--- src/rtl/pulse_req_ack_arb.sv ---
// Event pulses are counted per channel in saturating counters. A round-robin
// arbiter serves one pending event at a time over a four-phase req/ack link.
module pulse_req_ack_arb #(
    parameter int CH_NUM    = 4,
    parameter int CNT_W     = 3,
    parameter int SYNC_STEP = 2,
    localparam int ID_W     = (CH_NUM > 1) ? $clog2(CH_NUM) : 1
) (
    input  logic                    clk,
    input  logic                    rst_n,
    input  logic [CH_NUM-1:0]       pulse_in,
    input  logic [CH_NUM-1:0]       ch_en,
    input  logic [CH_NUM-1:0]       ovf_clr,
    output logic                    req_out,
    output logic [ID_W-1:0]         req_id,
    input  logic                    ack_in,
    output logic [CH_NUM*CNT_W-1:0] pend_cnt,
    output logic [CH_NUM-1:0]       overflow,
    output logic [CH_NUM-1:0]       busy
);

    typedef enum logic [1:0] {
        S_IDLE = 2'd0,
        S_REQ  = 2'd1,
        S_REL  = 2'd2
    } state_t;

    localparam logic [ID_W:0]    CH_NUM_W = (ID_W + 1)'(CH_NUM);
    localparam logic [CNT_W-1:0] CNT_MAX  = {CNT_W{1'b1}};

    function automatic logic [ID_W-1:0] id_wrap_add(input logic [ID_W-1:0] base,
                                                    input logic [ID_W-1:0] off);
        logic [ID_W:0] sum;
        sum = {1'b0, base} + {1'b0, off};
        if (sum >= CH_NUM_W) begin
            sum = sum - CH_NUM_W;
        end else begin
            sum = sum;
        end
        return sum[ID_W-1:0];
    endfunction

    state_t                        state_q, state_d;
    logic [SYNC_STEP-1:0]          ack_sync_q, ack_sync_d;
    logic [SYNC_STEP-1:0]          sync_vld_q, sync_vld_d;
    logic                          req_out_q, req_out_d;
    logic [ID_W-1:0]               req_id_q, req_id_d;
    logic [ID_W-1:0]               rr_ptr_q, rr_ptr_d;
    logic [CH_NUM-1:0][CNT_W-1:0]  cnt_q, cnt_d;
    logic [CH_NUM-1:0]             overflow_q, overflow_d;
    logic [CH_NUM-1:0]             busy_q, busy_d;

    logic                          ack_s;
    logic                          sync_ok_s;
    logic [CH_NUM-1:0]             cnt_nz_s;
    logic [CH_NUM-1:0]             cand_s;
    logic [CH_NUM-1:0]             rot_s;
    logic [ID_W-1:0]               off_s;
    logic [ID_W-1:0]               grant_id_s;
    logic                          cand_any_s;
    logic                          dec_s;

    // ack_in synchroniser; sync_vld marks when the pipeline holds real samples,
    // so a reset mid-handshake cannot mistake the cleared flops for ack low.
    always_comb begin
        ack_sync_d = {ack_sync_q[SYNC_STEP-2:0], ack_in};
        sync_vld_d = {sync_vld_q[SYNC_STEP-2:0], 1'b1};
        ack_s      = ack_sync_q[SYNC_STEP-1];
        sync_ok_s  = sync_vld_q[SYNC_STEP-1];
    end

    // Round-robin pick: rotate candidates so rr_ptr sits at bit 0, take the lowest set bit.
    always_comb begin
        cnt_nz_s = {CH_NUM{1'b0}};
        for (int i = 0; i < CH_NUM; i++) begin
            cnt_nz_s[i] = (cnt_q[i] != {CNT_W{1'b0}});
        end
        cand_s     = ch_en & cnt_nz_s;
        rot_s      = CH_NUM'({cand_s, cand_s} >> rr_ptr_q);
        off_s      = {ID_W{1'b0}};
        cand_any_s = 1'b0;
        for (int k = CH_NUM - 1; k >= 0; k--) begin
            if (rot_s[k]) begin
                cand_any_s = 1'b1;
                off_s      = ID_W'(k);
            end else begin
                cand_any_s = cand_any_s;
            end
        end
        grant_id_s = id_wrap_add(rr_ptr_q, off_s);
    end

    // Handshake FSM: next state, request outputs and the decrement strobe.
    always_comb begin
        state_d   = state_q;
        req_out_d = req_out_q;
        req_id_d  = req_id_q;
        rr_ptr_d  = rr_ptr_q;
        dec_s     = 1'b0;
        case (state_q)
            S_IDLE: begin
                if (sync_ok_s && !ack_s && cand_any_s) begin
                    req_id_d  = grant_id_s;
                    req_out_d = 1'b1;
                    state_d   = S_REQ;
                end else begin
                    state_d = S_IDLE;
                end
            end
            S_REQ: begin
                if (ack_s) begin
                    req_out_d = 1'b0;
                    dec_s     = 1'b1;
                    state_d   = S_REL;
                end else begin
                    state_d = S_REQ;
                end
            end
            S_REL: begin
                if (!ack_s) begin
                    rr_ptr_d = id_wrap_add(req_id_q, ID_W'(1'b1));
                    state_d  = S_IDLE;
                end else begin
                    state_d = S_REL;
                end
            end
            default: begin
                req_out_d = 1'b0;
                state_d   = S_IDLE;
            end
        endcase
    end

    // Pending counters: a pulse and a decrement in the same cycle cancel out.
    always_comb begin
        cnt_d      = cnt_q;
        overflow_d = overflow_q & ~ovf_clr;
        for (int i = 0; i < CH_NUM; i++) begin
            case ({pulse_in[i], dec_s && (req_id_q == ID_W'(i))})
                2'b10: begin
                    if (cnt_q[i] == CNT_MAX) begin
                        overflow_d[i] = 1'b1;
                    end else begin
                        cnt_d[i] = cnt_q[i] + CNT_W'(1'b1);
                    end
                end
                2'b01:   cnt_d[i] = cnt_q[i] - CNT_W'(1'b1);
                default: cnt_d[i] = cnt_q[i];
            endcase
        end
    end

    // busy is computed from next-state values so the flop matches count/FSM state.
    always_comb begin
        busy_d = {CH_NUM{1'b0}};
        for (int i = 0; i < CH_NUM; i++) begin
            busy_d[i] = (cnt_d[i] != {CNT_W{1'b0}}) ||
                        ((state_d != S_IDLE) && (req_id_d == ID_W'(i)));
        end
    end

    // State and output registers.
    always_ff @(posedge clk or negedge rst_n) begin
        if (!rst_n) begin
            state_q    <= S_IDLE;
            ack_sync_q <= {SYNC_STEP{1'b0}};
            sync_vld_q <= {SYNC_STEP{1'b0}};
            req_out_q  <= 1'b0;
            req_id_q   <= {ID_W{1'b0}};
            rr_ptr_q   <= {ID_W{1'b0}};
            cnt_q      <= {(CH_NUM * CNT_W){1'b0}};
            overflow_q <= {CH_NUM{1'b0}};
            busy_q     <= {CH_NUM{1'b0}};
        end else begin
            state_q    <= state_d;
            ack_sync_q <= ack_sync_d;
            sync_vld_q <= sync_vld_d;
            req_out_q  <= req_out_d;
            req_id_q   <= req_id_d;
            rr_ptr_q   <= rr_ptr_d;
            cnt_q      <= cnt_d;
            overflow_q <= overflow_d;
            busy_q     <= busy_d;
        end
    end

    assign req_out  = req_out_q;
    assign req_id   = req_id_q;
    assign pend_cnt = cnt_q;
    assign overflow = overflow_q;
    assign busy     = busy_q;

endmodule

--- config.mk ---
export PLATFORM = sky130hd
export DESIGN_NAME = pulse_req_ack_arb
export DESIGN_NICKNAME = d
export VERILOG_FILES = /design/src/rtl/pulse_req_ack_arb.sv
export SDC_FILE = /design/constraint.sdc
export NUM_CORES = 1
export LEC_CHECK = 0
export CAP_MARGIN = 20
export CORE_MARGIN = 2
export CORE_UTILIZATION = 45
export DETAILED_ROUTE_END_ITERATION = 10
export GPL_TIMING_DRIVEN = 0
export PLACE_DENSITY = 0.7
export SETUP_SLACK_MARGIN = 0.1
export SLEW_MARGIN = 20
export SYNTH_ARGS = -nofsm -noshare
export SYNTH_HDL_FRONTEND = slang
export SYNTH_SLANG_ARGS = --single-unit
export TNS_END_PERCENT = 50
--- constraint.sdc ---
create_clock -name clk -period 6.9 [get_ports clk]
set_input_delay 0.69 -clock clk [delete_from_list [all_inputs] [get_ports clk]]
set_output_delay 0.69 -clock clk [all_outputs]
set_load 0.02 [all_outputs]
# [After elaboration in Yosys (flattened, before gate mapping)]
# Index checks and enable logic that the tools add are counted.
[totals] ramBits=0 elab_cells=120 reg_bits=31 input_bits=15 out_inout_bits=23 n_memories=0 latch_bits=0 rom_bits=0
[classes] addsub=12 n_reduce_logical=29 div_mod_pow=0 shift=1 n_eq_ne=22 multipliers=0 magnitude_cmp=2 n_bitwise=5 mux=37
[ops] cell="$pmux W3 S2" n=4
[ops] cell="$reduce_bool A3 Y1" n=8
[ops] cell="$mux W2" n=10
[ops] cell="$eq A2 B2 Y1 const B" n=9
[ops] cell="$mux W1" n=17
[ops] cell="$eq A2 B1 Y1 const B" n=7
[ops] cell="$add A3 B1 Y3 const B" n=4
[ops] cell="$eq A3 B3 Y1 const B" n=4
[ops] cell="$mux W3" n=4
[ops] cell="$sub A3 B1 Y3 const B" n=4
[ops] cell="$logic_and A1 B1 Y1" n=10
[ops] cell="$and A4 B4 Y4" n=2
[ops] cell="$shr A8 B2 Y4" n=1
[ops] cell="$ge A3 B3 Y1 const B" n=2
[ops] cell="$logic_not A2 Y1" n=3
[ops] cell="$pmux W2 S3" n=1
[ops] cell="$logic_or A1 B1 Y1" n=4
[ops] cell="$ne A2 B2 Y1 const B" n=2
[ops] cell="$not A4 Y4" n=1
[ops] cell="$sub A2 B1 Y2 const B" n=2
[ops] cell="$add A2 B1 Y3 const B" n=1
[ops] cell="$add A2 B2 Y3" n=1
[ops] cell="$pmux W1 S3" n=1
[ops] cell="$reduce_and A3 Y1" n=1
[ops] cell="4 further kinds" n=5

# [Depth between registers and ports, before layout]
# Gate-level depths: netlist of the first run.
[logic_depth] depth_word=15 mapped_depth=13 ltp_nobuf=13

# [Worst setup path before layout of the first run]
# OpenSTA, ideal clock, no wires.
[synth_timing] kind="reg2reg" from="register cnt_q (netlist bit pend_cnt[6])" to="register busy_q[3] (netlist: busy[3])" path_buffers=0 stages_incl_launch_ff=14 slack_ns=4.105 setup_time_ns=0.129 arrival_ns=2.667 period_less_slack_ns=2.795 required_time_ns=6.771 path_cell_list="dfrtp_1 > inv_1 > ha_1 > nand2b_1 > and2_1 > or2_2 > or3_1 > o211ai_1 > ha_1 > xnor2_1 > a211oi_1 > o221ai_2 > o211ai_4 > a2111o_1"
[synth_via] elab_chain_cells=15 elab_cells_between_ends=24 cone_classes="2 x add/sub; 1 x order compare; 1 x eq/ne; 1 x shift; 13 x mux; 1 x bitwise; 5 x reduce/logical"
[synth_rtl] item="start: declaration" line_no="49" source="logic [CH_NUM-1:0][CNT_W-1:0] cnt_q, cnt_d;"
[synth_rtl] item="start signal: assignment" line_no="171" source="cnt_q <= {(CH_NUM * CNT_W){1'b0}};"
[synth_rtl] item="start signal: assignment" line_no="181" source="cnt_q <= cnt_d;"
[synth_rtl] item="$reduce_bool A3 Y1 *" line_no="76" source="cnt_nz_s[i] = (cnt_q[i] != {CNT_W{1'b0}});"
[synth_rtl] item="$and A4 B4 Y4 *" line_no="78" source="cand_s = ch_en & cnt_nz_s;"
[synth_rtl] item="$shr A8 B2 Y4 *" line_no="79" source="rot_s = CH_NUM'({cand_s, cand_s} >> rr_ptr_q);"
[synth_rtl] item="$mux W2 (4 in series)" line_no="83" source="if (rot_s[k]) begin"
[synth_rtl] item="$add A2 B2 Y3" line_no="34" source="sum = {1'b0, base} + {1'b0, off};"
[synth_rtl] item="$ge A3 B3 Y1 / $sub A2 B1 Y2 (equally long branches)" line_no="35, 36"
[synth_rtl] item="$mux W2" line_no="35" source="if (sum >= CH_NUM_W) begin"
[synth_rtl] item="$mux W2 *" line_no="102" source="if (sync_ok_s && !ack_s && cand_any_s) begin"
[synth_rtl] item="$mux W2 *" line_no="100" source="case (state_q)"
[synth_rtl] item="via req_id_d[1]" line_no="47" source="logic [ID_W-1:0] req_id_q, req_id_d;"
[synth_rtl] item="$eq A2 B2 Y1 *" line_no="158" source="((state_d != S_IDLE) && (req_id_d == ID_W'(i)));"
[synth_rtl] item="$logic_and A1 B1 Y1 *" line_no="158"
[synth_rtl] item="$logic_or A1 B1 Y1 *" line_no="157" source="busy_d[i] = (cnt_d[i] != {CNT_W{1'b0}}) ||"
[synth_rtl] item="via busy_d[3]" line_no="51" source="logic [CH_NUM-1:0] busy_q, busy_d;"
[synth_rtl] item="end signal: assignment" line_no="173" source="busy_q <= {CH_NUM{1'b0}};"
[synth_rtl] item="end signal: assignment" line_no="183" source="busy_q <= busy_d;"
[synth_rtl] item="end: declaration" line_no="51"
# The timed path passes the listed nets; every way through them passes the cells marked *.
# A chain may end at the register's enable or synchronous reset.

# [Worst setup path after layout of the first run]
[layout_timing] from="input port ch_en[0]" to="register busy_q[2] (netlist: busy[2])"
[layout_via] elab_chain_cells=14 elab_cells_between_ends=23 cone_classes="2 x add/sub; 1 x order compare; 1 x eq/ne; 1 x shift; 13 x mux; 1 x bitwise; 4 x reduce/logical"
[layout_rtl] item="start: declaration" line_no="12" source="input logic [CH_NUM-1:0] ch_en,"
[layout_rtl] item="$and A4 B4 Y4 *" line_no="78"
[layout_rtl] item="$shr A8 B2 Y4 *" line_no="79"
[layout_rtl] item="$mux W2 (4 in series)" line_no="83"
[layout_rtl] item="$add A2 B2 Y3" line_no="34"
[layout_rtl] item="$ge A3 B3 Y1 / $sub A2 B1 Y2 (equally long branches)" line_no="35, 36"
[layout_rtl] item="$mux W2" line_no="35"
[layout_rtl] item="$mux W2 *" line_no="102"
[layout_rtl] item="$mux W2 *" line_no="100"
[layout_rtl] item="via req_id_d[1]" line_no="47"
[layout_rtl] item="$eq A2 B2 Y1 *" line_no="158"
[layout_rtl] item="$logic_and A1 B1 Y1 *" line_no="158"
[layout_rtl] item="$logic_or A1 B1 Y1 *" line_no="157"
[layout_rtl] item="via busy_d[2]" line_no="51"
# Marks and branches as above.

==> metrics.md, run 1 <==
| Metric | Value |
|---|---|
| Fin Setup TNS | `0 ns` |
| FF/Latch Area | `776 sq um` |
| Slew headroom | `52.7%` |
| Hold Vio Cnt, Final | `0` |
| Overall routing resource usage | `17.7%` |
| HPWL after DPL | `3060 um` |
| Ranking of synthesized cells by area | `dfrtp_1, ha_1, inv_1, o21ai_0, nand2_1` |
| Vias in the first global route | `1,588` |
| Reg2reg path depth | `13` |
| # nets final | `300` |
| Wirelength per Cell | `13.0 um` |
| Synth top cells by count | `dfrtp_1, inv_1, ha_1` |
| Post-synthesis sequential area ratio | `38.2%` |
| Endpoints failing setup | `0` |
| Bufs on Longest Clock Path | `2` |
| Root buffer cell | `clkbuf_8` |
| Power Total | `0.962 mW` |
| Port bufs | `37` |
| Final Skew | `0.00183 ns` |
| Via count | `1,652` |
| FF+latch count, synth | `31` |
| Grt total ovfl | `0` |
| Cts hold-fix bufs | `0` |
| Chip Width | `71.2 um` |
| RSZ-0062 raised after global routing | `false` |
| N_diodes | `0` |
| Die H | `71.2 um` |
| Initial Util | `46.6%` |
| Ys async rst share | `100%` |
| Post-synthesis cell count | `216` |
| Worst-margin pin slew | `0.710 ns` |
| Share of cells above drive strength 1 | `6.13%` |
| Setup slack after placement | `3.59 ns` |
| Syn nets | `256` |
| Maxcap violations | `0` |
| Avg Inst Size Synth | `9.40 sq um` |
| TritonCTS Buffers | `5` |
| Final GP Congestion | `0.804` |
| DRC violations left | `0` |
| Most common cell in the netlist | `dfrtp_1` |
| Largest net degree at the start of global routing | `32` |
| CTS tree | `built` |
| # rows | `24` |
| Pwr/cell area | `378 nW/um^2` |
| Worst Setup End Kind | `register` |
| Initial antenna violation count | `0` |
| Area of the die | `5070 sq um` |
| Setup ws final | `3.88 ns` |
| Peak Freq | `0.331 GHz` |
| Postcts setup bufs | `0` |
| Top Ports | `38` |
| Worst-skew pair later-pin latency | `0.29 ns` |
| Synth Cell Area | `2030 sq um` |
| Worst VDD drop | `0.191 mV` |
| Core area | `4350 sq um` |
| Top-area cell type share of the netlist area | `38.2%` |
| Vias per cell | `5.28` |
| Layout fillers | `367` |
| First-pass GRT wire length | `7060 um` |
| Synth area leader | `dfrtp_1` |
| Post-route ant nets | `0` |
| Synth unique cells | `39` |
| Arr. time, crit path | `3.18 ns` |
| Clk slew on worst S/H paths | `0.07 ns` |
| Area Overhead vs Synth | `25.3%` |
| Ys flop type | `dfrtp_1` |
| Leakage | `1.17 nW` |
| DR iter-0 viols | `45` |
| Final core occ | `58.4%` |
| Status | `finished clean` |
| Min Clock Period, post-route | `3.02 ns` |
| Worst Hold Class | `reg2reg` |
| Multi-input gate area in the final layout | `1140 sq um` |
| Max Slew Vio Count | `0` |
| Crit path kind | `in2reg` |
| H-Tree Depth | `2` |
| Final WL | `4080 um` |
| CTS sink cnt | `31` |
| Data required, critical path | `7.07 ns` |
| Post-cts repair resize count | `0` |
| Hold path cells | `0` |
| Crit-path max FO | `5` |
| Yosys warns | `0` |
| Period utilization | `43.7%` |
| Worst setup SP type | `primary input` |
| Drt pass-1 iters | `4` |
| Post-synth EDFFs | `0` |
[area by class of cell]
class                           count  share of cell area, %
Buffer                              1                  0.197
Inverter                           29                   4.28
Clock buffer                        5                   2.70
Clock inverter                      3                  0.590
Multi-Input combinational cell    155                   44.8
Tap cell                           52                   2.56
Timing Repair Buffer               37                   14.4
Sequential cell                    31                   30.5
[worst max-delay path, cell delays in order]
cell and delay, ns:
clkdlybuf4s50_1 0.47, and2_1 0.22, or2_2 0.30, or3_1 0.35
o211ai_1 0.11, ha_1 0.19, xnor2_1 0.14, a211oi_1 0.08
o221ai_2 0.10, o211ai_4 0.14, a2111o_1 0.38
[per-layer routing]
| layer | wire [um] | up-vias | part of all wire, % | GRT usage, % |
|---|---|---|---|---|
| li1 | - | 846 | - | - |
| met1 | 1960 | 771 | 48 | 23.1 |
| met2 | 1880 | 28 | 46 | 27.7 |
| met3 | 161 | 7 | 3.9 | 4.56 |
| met4 | 76 | 0 | 1.9 | 7.97 |
| met5 | 0 | - | 0 | 0 |
[flip-flops by register name, indices dropped and copies added (netlist names)]
signal and count:
overflow 4, sync_vld_q 2, state_q 2, req_out 1, req_id 2, ack_sync_q 2, rr_ptr_q 2, busy 4
pend_cnt 12
[cells by family after synthesis]
group / after synthesis / synth area share (%)
buffers and inverters: 30 / 5.61
XOR/XNOR: 1 / 0.431
multiplexers: 7 / 3.45
AO/OA/AOI/OAI: 60 / 21.6
other: 1 / 0.185
AND/OR/NAND/NOR: 61 / 15.2
flip-flops: 31 / 38.2
adder cells (fa/ha/maj): 25 / 15.4
[stage by stage]
stage                     std cells  cell area, sq um  hold slack [ns]
final                           313              2540            0.349
after detailed placement        305              2460            0.336
after CTS                       313              2540            0.352
after floorplan                 216              2030            0.331
after global routing            313              2540            0.363
after global placement          305              2470            0.332
[worst paths after layout]
| path | end | slack [ns] | from |
|---|---|---|---|
| setup / recovery | busy[2] | 3.88 | ch_en[0] |
| hold / removal | ack_sync_q[1] | 0.35 | ack_sync_q[0] |
| setup reg to reg | busy[2] | 3.96 | pend_cnt[0] |
| hold reg to reg | ack_sync_q[1] | 0.35 | ack_sync_q[0] |
| max in group asynchronous | state_q[1] | 6.00 | rst_n |
| min in group asynchronous | overflow[1] | 0.45 | rst_n |
[cell usage in the layout (no fill, tap or decap), types with 4 or more instances in the layout]
cell type / Yosys / layout
mux2i_1: 7 / 7
nor2_1: 9 / 9
nor2b_1: 4 / 4
nand2b_1: 6 / 6
clkbuf_8: 0 / 5
clkdlybuf4s50_1: 0 / 36
dfrtp_1: 31 / 31
a21boi_0: 4 / 4
a21oi_1: 4 / 4
ha_1: 25 / 25
nand2_1: 24 / 24
o21ai_0: 19 / 19
o31ai_1: 4 / 4
inv_1: 29 / 29
nand3_1: 6 / 6
a22oi_1: 5 / 5
[power by group]
| group | total (mW) | switching (mW) | internal, mW |
|---|---|---|---|
| Clock | 0.140 | 0.0710 | 0.0689 |
| Sequential | 0.293 | 0.0560 | 0.237 |
| Combinational | 0.529 | 0.286 | 0.243 |
| Total | 0.962 | 0.413 | 0.549 |
(Power assumes the default switching activity.)
==> run 2: changes to the inputs <==
- PLACE_DENSITY: 0.7 -> 0.73
- clock period: 6.9 -> 2.5 ns (I/O delays scaled with it)
==> metrics.md, run 2 (synthesis results as in run 1) <==
| Metric | Value |
|---|---|
| FF/Latch Area | `781 sq um (+0.65%)` |
| Commonest non-fill, non-tap cell in the layout | `clkdlybuf4s50_1` |
| Via count | `1,692 (+2.4%)` |
| Worst hold slack | `0.00467 ns (-0.345 ns)` |
| CTS sink cnt | `31 (unchanged)` |
| Area Overhead vs Synth | `35.2%` |
| Worst Setup End Kind | `register` |
| Largest net degree at the start of global routing | `32 (unchanged)` |
| N_diodes | `0 (unchanged)` |
| Slew headroom | `54.8% (+2.1 points)` |
| Fin Setup TNS | `-0.361 ns (-0.361 ns)` |
| Area of the die | `5070 sq um (unchanged)` |
| Vias in the first global route | `1,649 (+3.8%)` |
| Crit-path max FO | `4 (-1)` |
| Drt pass-1 iters | `5 (+1)` |
| Endpoints failing setup | `4 (+4)` |
| Max Slew Vio Count | `0 (unchanged)` |
| Grt total ovfl | `0 (unchanged)` |
| Core area | `4350 sq um (unchanged)` |
| H-Tree Depth | `2 (unchanged)` |
| First-pass GRT wire length | `7260 um (+2.8%)` |
| Leakage | `1.26 nW (+7.3%)` |
| Final Skew | `0.00244 ns (+0.000608 ns)` |
| Layout fillers | `363 (-1.1%)` |
| Min Clock Period, post-route | `2.61 ns` |
| Worst Hold Class | `in2async` |
| Worst VDD drop | `0.682 mV (+260%)` |
| Worst-margin pin slew | `0.678 ns (-0.0319 ns)` |
| # rows | `24 (unchanged)` |
| Arr. time, crit path | `2.77 ns (-0.41 ns)` |
| Status | `complete, but fails checks` |
| Port bufs | `37 (unchanged)` |
| TritonCTS Buffers | `5 (unchanged)` |
| Dpl cells | `305 (unchanged)` |
| Slowest-stage cell, CP | `dfrtp_2` |
| WP buf/inv | `1 (unchanged)` |
| CP max stage delay | `0.42 ns (-0.05 ns)` |
| Final core occ | `63.0% (+4.6 points)` |
| Final GP Congestion | `0.819 (+1.9%)` |
| Hold Vio Cnt, Final | `0 (unchanged)` |
| Peak Freq | `0.383 GHz` |
| Failing checks | `setup timing` |
| Setup ws final | `-0.114 ns (-4.00 ns)` |
| Wirelength per Cell | `12.3 um (-5.8%)` |
| Data required, critical path | `2.66 ns (-4.41 ns)` |
| Vias per cell | `5.16 (-2.3%)` |
| DR iter-0 viols | `71 (+58%)` |
| Final WL | `4030 um (-1.3%)` |
| Bufs on Longest Clock Path | `2 (unchanged)` |
| Pwr/cell area | `1080 nW/um^2 (+190%)` |
| Overall routing resource usage | `18.0% (+0.29 points)` |
| Die H | `71.2 um (unchanged)` |
| Finished Cell Area | `2750 sq um (+7.9%)` |
| Maxcap violations | `0 (unchanged)` |
| Setup crit start | `pend_cnt[6]` |
| RR Startpoint | `pend_cnt[6]` |
| RSZ-0062 raised after global routing | `true` |
| DRC violations left | `0 (unchanged)` |
| Multi-input gate area in the final layout | `1210 sq um (+6.3%)` |
| Chip Width | `71.2 um (unchanged)` |
| Worst path cell trace | `inv_2 -> ha_4 -> nand2b_4 -> and2_4 -> or2_4 -> or3_1 -> o211ai_1 -> ha_2 -> xnor2_2 -> a211oi_2 -> o221ai_2 -> o211ai_4 -> a2111o_1` |
| Max reg flops | `12 (unchanged)` |
| Post-route ant nets | `0 (unchanged)` |
| Setup slack after placement | `-0.360 ns (-3.95 ns)` |
| Commonest non-fill, non-tap cells in the layout | `clkdlybuf4s50_1, dfrtp_1, inv_1` |
| CTS tree | `built` |
| Initial antenna violation count | `0 (unchanged)` |
| Crit path kind | `reg2reg` |
| Root buffer cell | `clkbuf_8` |
| # nets final | `316 (+5.3%)` |
| Power Total | `2.98 mW (+210%)` |
| Post-route insts no fill | `328 (+4.8%)` |
| Top Ports | `38 (unchanged)` |
| Cts hold-fix bufs | `0 (unchanged)` |
| Period utilization | `105%` |
| Clk slew on worst S/H paths | `0.06 ns (about the same)` |
| Worst setup SP type | `register` |
| Share of cells above drive strength 1 | `18.1% (+12 points)` |
| Initial Util | `46.6% (unchanged)` |
| Placed Instance Area | `2530 sq um (+2.7%)` |
| Cell family with most CP delay | `simple AND/OR/NAND/NOR gates` |
| Worst-skew pair later-pin latency | `0.28 ns (about the same)` |
| HPWL after DPL | `3020 um (-1.1%)` |
==> run 2: what timing repair did <==
action	in CTS	in global routing
buffers inserted	16	0
setup endpoints to repair	5	5
pin swaps	9	1
gates resized for setup	1	1
==> run 2: worst register-to-register path, stage by stage (launching register included) <==
cell      delay (ns)
dfrtp_2         0.42
inv_2           0.08
ha_4            0.14
nand2b_4        0.05
and2_4          0.14
or2_4           0.24
or3_1           0.34
o211ai_1        0.10
ha_2            0.22
xnor2_2         0.12
a211oi_2        0.05
o221ai_2        0.10
o211ai_4        0.13
a2111o_1        0.38
==> run 2: power breakdown <==
part / switching, mW / internal, mW
Combinational: 0.886 / 0.901
Sequential: 0.142 / 0.660
Clock: 0.174 / 0.215
==> run 2: metal layers <==
layer | track usage, % | up-vias | wire length (um)
met2 | 28.0 | 19 | 1930
met3 | 4.42 | 5 | 123
met4 | 6.71 | 0 | 48
met1 | 24.4 | 799 | 1930
met5 | 0 | - | 0
li1 | - | 869 | -
==> run 2: layout make-up <==
type                            count  share of cell area (%)
Multi-Input combinational cell    155                    44.2
Sequential cell                    31                    28.4
Timing Repair Buffer               53                    17.7
Inverter                           29                    3.97
Clock buffer                        6                    3.01
Tap cell                           52                    2.37
Clock inverter                      1                   0.182
Buffer                              1                   0.182
==> run 2: path summary, 6_finish.rpt <==
| path | endpoint | slack [ns] | cells after the start |
|---|---|---|---|
| worst max-delay path | busy[2] | -0.11 | 13 |
| worst min-delay path | pend_cnt[3] | 0.005 | 1 |
| worst max register to register | busy[2] | -0.11 | 13 |
| worst min register to register | ack_sync_q[1] | 0.35 | 0 |
| max in group asynchronous | pend_cnt[6] | 2.01 | 1 |
| min in group clk | ack_sync_q[1] | 0.35 | 0 |
==> run 3: changes to the inputs <==
- HOLD_SLACK_MARGIN: unset -> 0.08
==> metrics.md, run 3 (synthesis results as in run 1) <==
| Metric | Value |
|---|---|
| Worst Setup End Kind | `register` |
| Min Clock Period, post-route | `2.61 ns (+0.000977 ns)` |
| Top Ports | `38 (unchanged)` |
| Clk slew on worst S/H paths | `0.06 ns (about the same)` |
| DRC violations left | `0 (unchanged)` |
| Initial antenna violation count | `0 (unchanged)` |
| Area Overhead vs Synth | `35.7%` |
| Largest net degree at the start of global routing | `32 (unchanged)` |
| Worst path cell trace | `inv_2 -> ha_4 -> nand2b_4 -> and2_4 -> or2_4 -> or3_1 -> o211ai_1 -> ha_2 -> xnor2_2 -> a211oi_2 -> o221ai_2 -> o211ai_4 -> a2111o_1` |
| Crit-path max FO | `4 (unchanged)` |
| # rows | `24 (unchanged)` |
| Overall routing resource usage | `18.1% (+0.060 points)` |
| Maxcap violations | `0 (unchanged)` |
| Port bufs | `37 (unchanged)` |
| Drt pass-1 iters | `5 (unchanged)` |
| Final WL | `4030 um (about the same)` |
| Final Skew | `0.00227 ns (-0.000169 ns)` |
| HPWL after DPL | `3020 um (unchanged)` |
| Power Total | `2.98 mW (about the same)` |
| Share of cells above drive strength 1 | `18.1% (-0.065 points)` |
| Arr. time, crit path | `2.77 ns (about the same)` |
| Dpl cells | `305 (unchanged)` |
| N_diodes | `0 (unchanged)` |
| Wirelength per Cell | `12.2 um (-0.38%)` |
| Slowest-stage cell, CP | `dfrtp_2` |
| Max reg flops | `12 (unchanged)` |
| Die H | `71.2 um (unchanged)` |
| CP max stage delay | `0.42 ns (about the same)` |
| Slew headroom | `54.1% (-0.69 points)` |
| Max Slew Vio Count | `0 (unchanged)` |
| Root buffer cell | `clkbuf_8` |
| RSZ-0062 raised after global routing | `true` |
| Hold path cells | `0` |
| Failing checks | `setup timing` |
| Status | `complete, but fails checks` |
| CTS sink cnt | `31 (unchanged)` |
| Worst setup SP type | `register` |
| Peak Freq | `0.382 GHz (about the same)` |
| Worst-skew pair later-pin latency | `0.28 ns (about the same)` |
| Cell family with most CP delay | `simple AND/OR/NAND/NOR gates` |
| Setup ws final | `-0.115 ns (-0.000977 ns)` |
| Worst Hold Class | `reg2reg` |
| Worst-margin pin slew | `0.688 ns (+0.0103 ns)` |
| Endpoints failing setup | `4 (unchanged)` |
| Initial Util | `46.6% (unchanged)` |
| Final core occ | `63.3% (+0.23 points)` |
| Reg2reg path depth | `13 (unchanged)` |
| Commonest non-fill, non-tap cells in the layout | `clkdlybuf4s50_1, dfrtp_1, inv_1` |
| Hold Vio Cnt, Final | `0 (unchanged)` |
| Vias in the first global route | `1,655 (+0.36%)` |
| Period utilization | `105% (about the same)` |
| Data required, critical path | `2.66 ns (about the same)` |
| Chip Width | `71.2 um (unchanged)` |
| Setup slack after placement | `-0.360 ns (unchanged)` |
| Pwr/cell area | `1080 nW/um^2 (-0.32%)` |
| Via count | `1,703 (+0.65%)` |
| WHS Endpoint | `ack_sync_q[1]` |
| R2R setup slack | `-0.11 ns (about the same)` |
| WP buf/inv | `1 (unchanged)` |
| Crit Reg-Reg Endpoint | `busy[2]` |
| Worst VDD drop | `0.682 mV (about the same)` |
| Post-route ant nets | `0 (unchanged)` |
| CTS tree | `built` |
| Min-Delay Startpoint | `ack_sync_q[0]` |
| Grt total ovfl | `0 (unchanged)` |
| DR iter-0 viols | `61 (-14%)` |
| Vias per cell | `5.18 (+0.34%)` |
| Commonest non-fill, non-tap cell in the layout | `clkdlybuf4s50_1` |
| Fin Setup TNS | `-0.360 ns (+0.00120 ns)` |
| Crit path kind | `reg2reg` |
| RR Startpoint | `pend_cnt[6]` |
| Bufs on Longest Clock Path | `2 (unchanged)` |
| Leakage | `1.26 nW (+0.33%)` |
| TritonCTS Buffers | `5 (unchanged)` |
| # nets final | `317 (+0.32%)` |
| Core area | `4350 sq um (unchanged)` |
| Post-route insts no fill | `329 (+0.30%)` |
| Final GP Congestion | `0.819 (unchanged)` |
| H-Tree Depth | `2 (unchanged)` |
| Area of the die | `5070 sq um (unchanged)` |
| First-pass GRT wire length | `7290 um (+0.39%)` |
## run 3: cell types whose count changed in the layout (fill, tap and decap cells not counted)
cell,delta
dlygate4sd3_1,+1
## run 3: stage by stage
stage          hold WS (ns)  cell area (sq um)
6_report              0.350               2760
5_1_grt               0.362               2760
4_1_cts               0.354               2750
3_5_place_dp          0.338               2530
3_3_place_gp          0.332               2530
2_1_floorplan       -0.0456               2100
## run 3: cell type report
type                       count  area [sq um]
buffer                         1          5.00
clock buffer                   6          82.6
clock inverter                 1          5.00
fill                         362          1600
inverter                      29           109
multi-input combinational    155          1210
sequential                    31           781
tap                           52          65.1
timing repair buffer          54           495
## run 3: how the worst max path moves through the flow
stage	startpoint	end	slack (ns)	depth (start not counted)
after floorplan	pend_cnt[1]	busy[2]	-0.20	13
after CTS	pend_cnt[6]	busy[2]	-0.12	13
after global routing	pend_cnt[6]	busy[2]	-0.24	13
after detailed placement	ch_en[0]	busy[2]	-0.36	11
after global placement	ch_en[0]	busy[2]	-0.37	11
final	pend_cnt[6]	busy[2]	-0.11	13
## run 3: report_power, final
| part | internal [mW] | switching [mW] | leakage [nW] | total (mW) |
|---|---|---|---|---|
| Clock | 0.215 | 0.175 | 0.0470 | 0.390 |
| Sequential | 0.660 | 0.142 | 0.389 | 0.801 |
| Combinational | 0.902 | 0.885 | 0.828 | 1.79 |
## run 3: timing repair
| item | 4_1_cts | 5_1_grt |
|---|---|---|
| pin swaps | 9 | 1 |
| hold buffers | 1 | 0 |
| endpoints found under the hold margin | 31 | 0 |
| resized for setup | 1 | 1 |
| setup buffers | 16 | 0 |
| setup endpoints to repair | 5 | 5 |
## run 3: worst reg2reg max path, stage by stage (launching register included)
cell      delay (ns)
dfrtp_2         0.42
inv_2           0.08
ha_4            0.14
nand2b_4        0.05
and2_4          0.14
or2_4           0.24
or3_1           0.34
o211ai_1        0.10
ha_2            0.22
xnor2_2         0.12
a211oi_2        0.05
o221ai_2        0.09
o211ai_4        0.13
a2111o_1        0.38
## run 3: per-layer routing
| metal | share of wire (%) | vias to the layer above | global-route usage (%) |
|---|---|---|---|
| li1 | - | 870 | - |
| met1 | 47 | 805 | 24.5 |
| met2 | 48 | 23 | 28.1 |
| met3 | 3.4 | 5 | 4.42 |
| met4 | 1.2 | 0 | 6.71 |
| met5 | 0 | - | 0 |
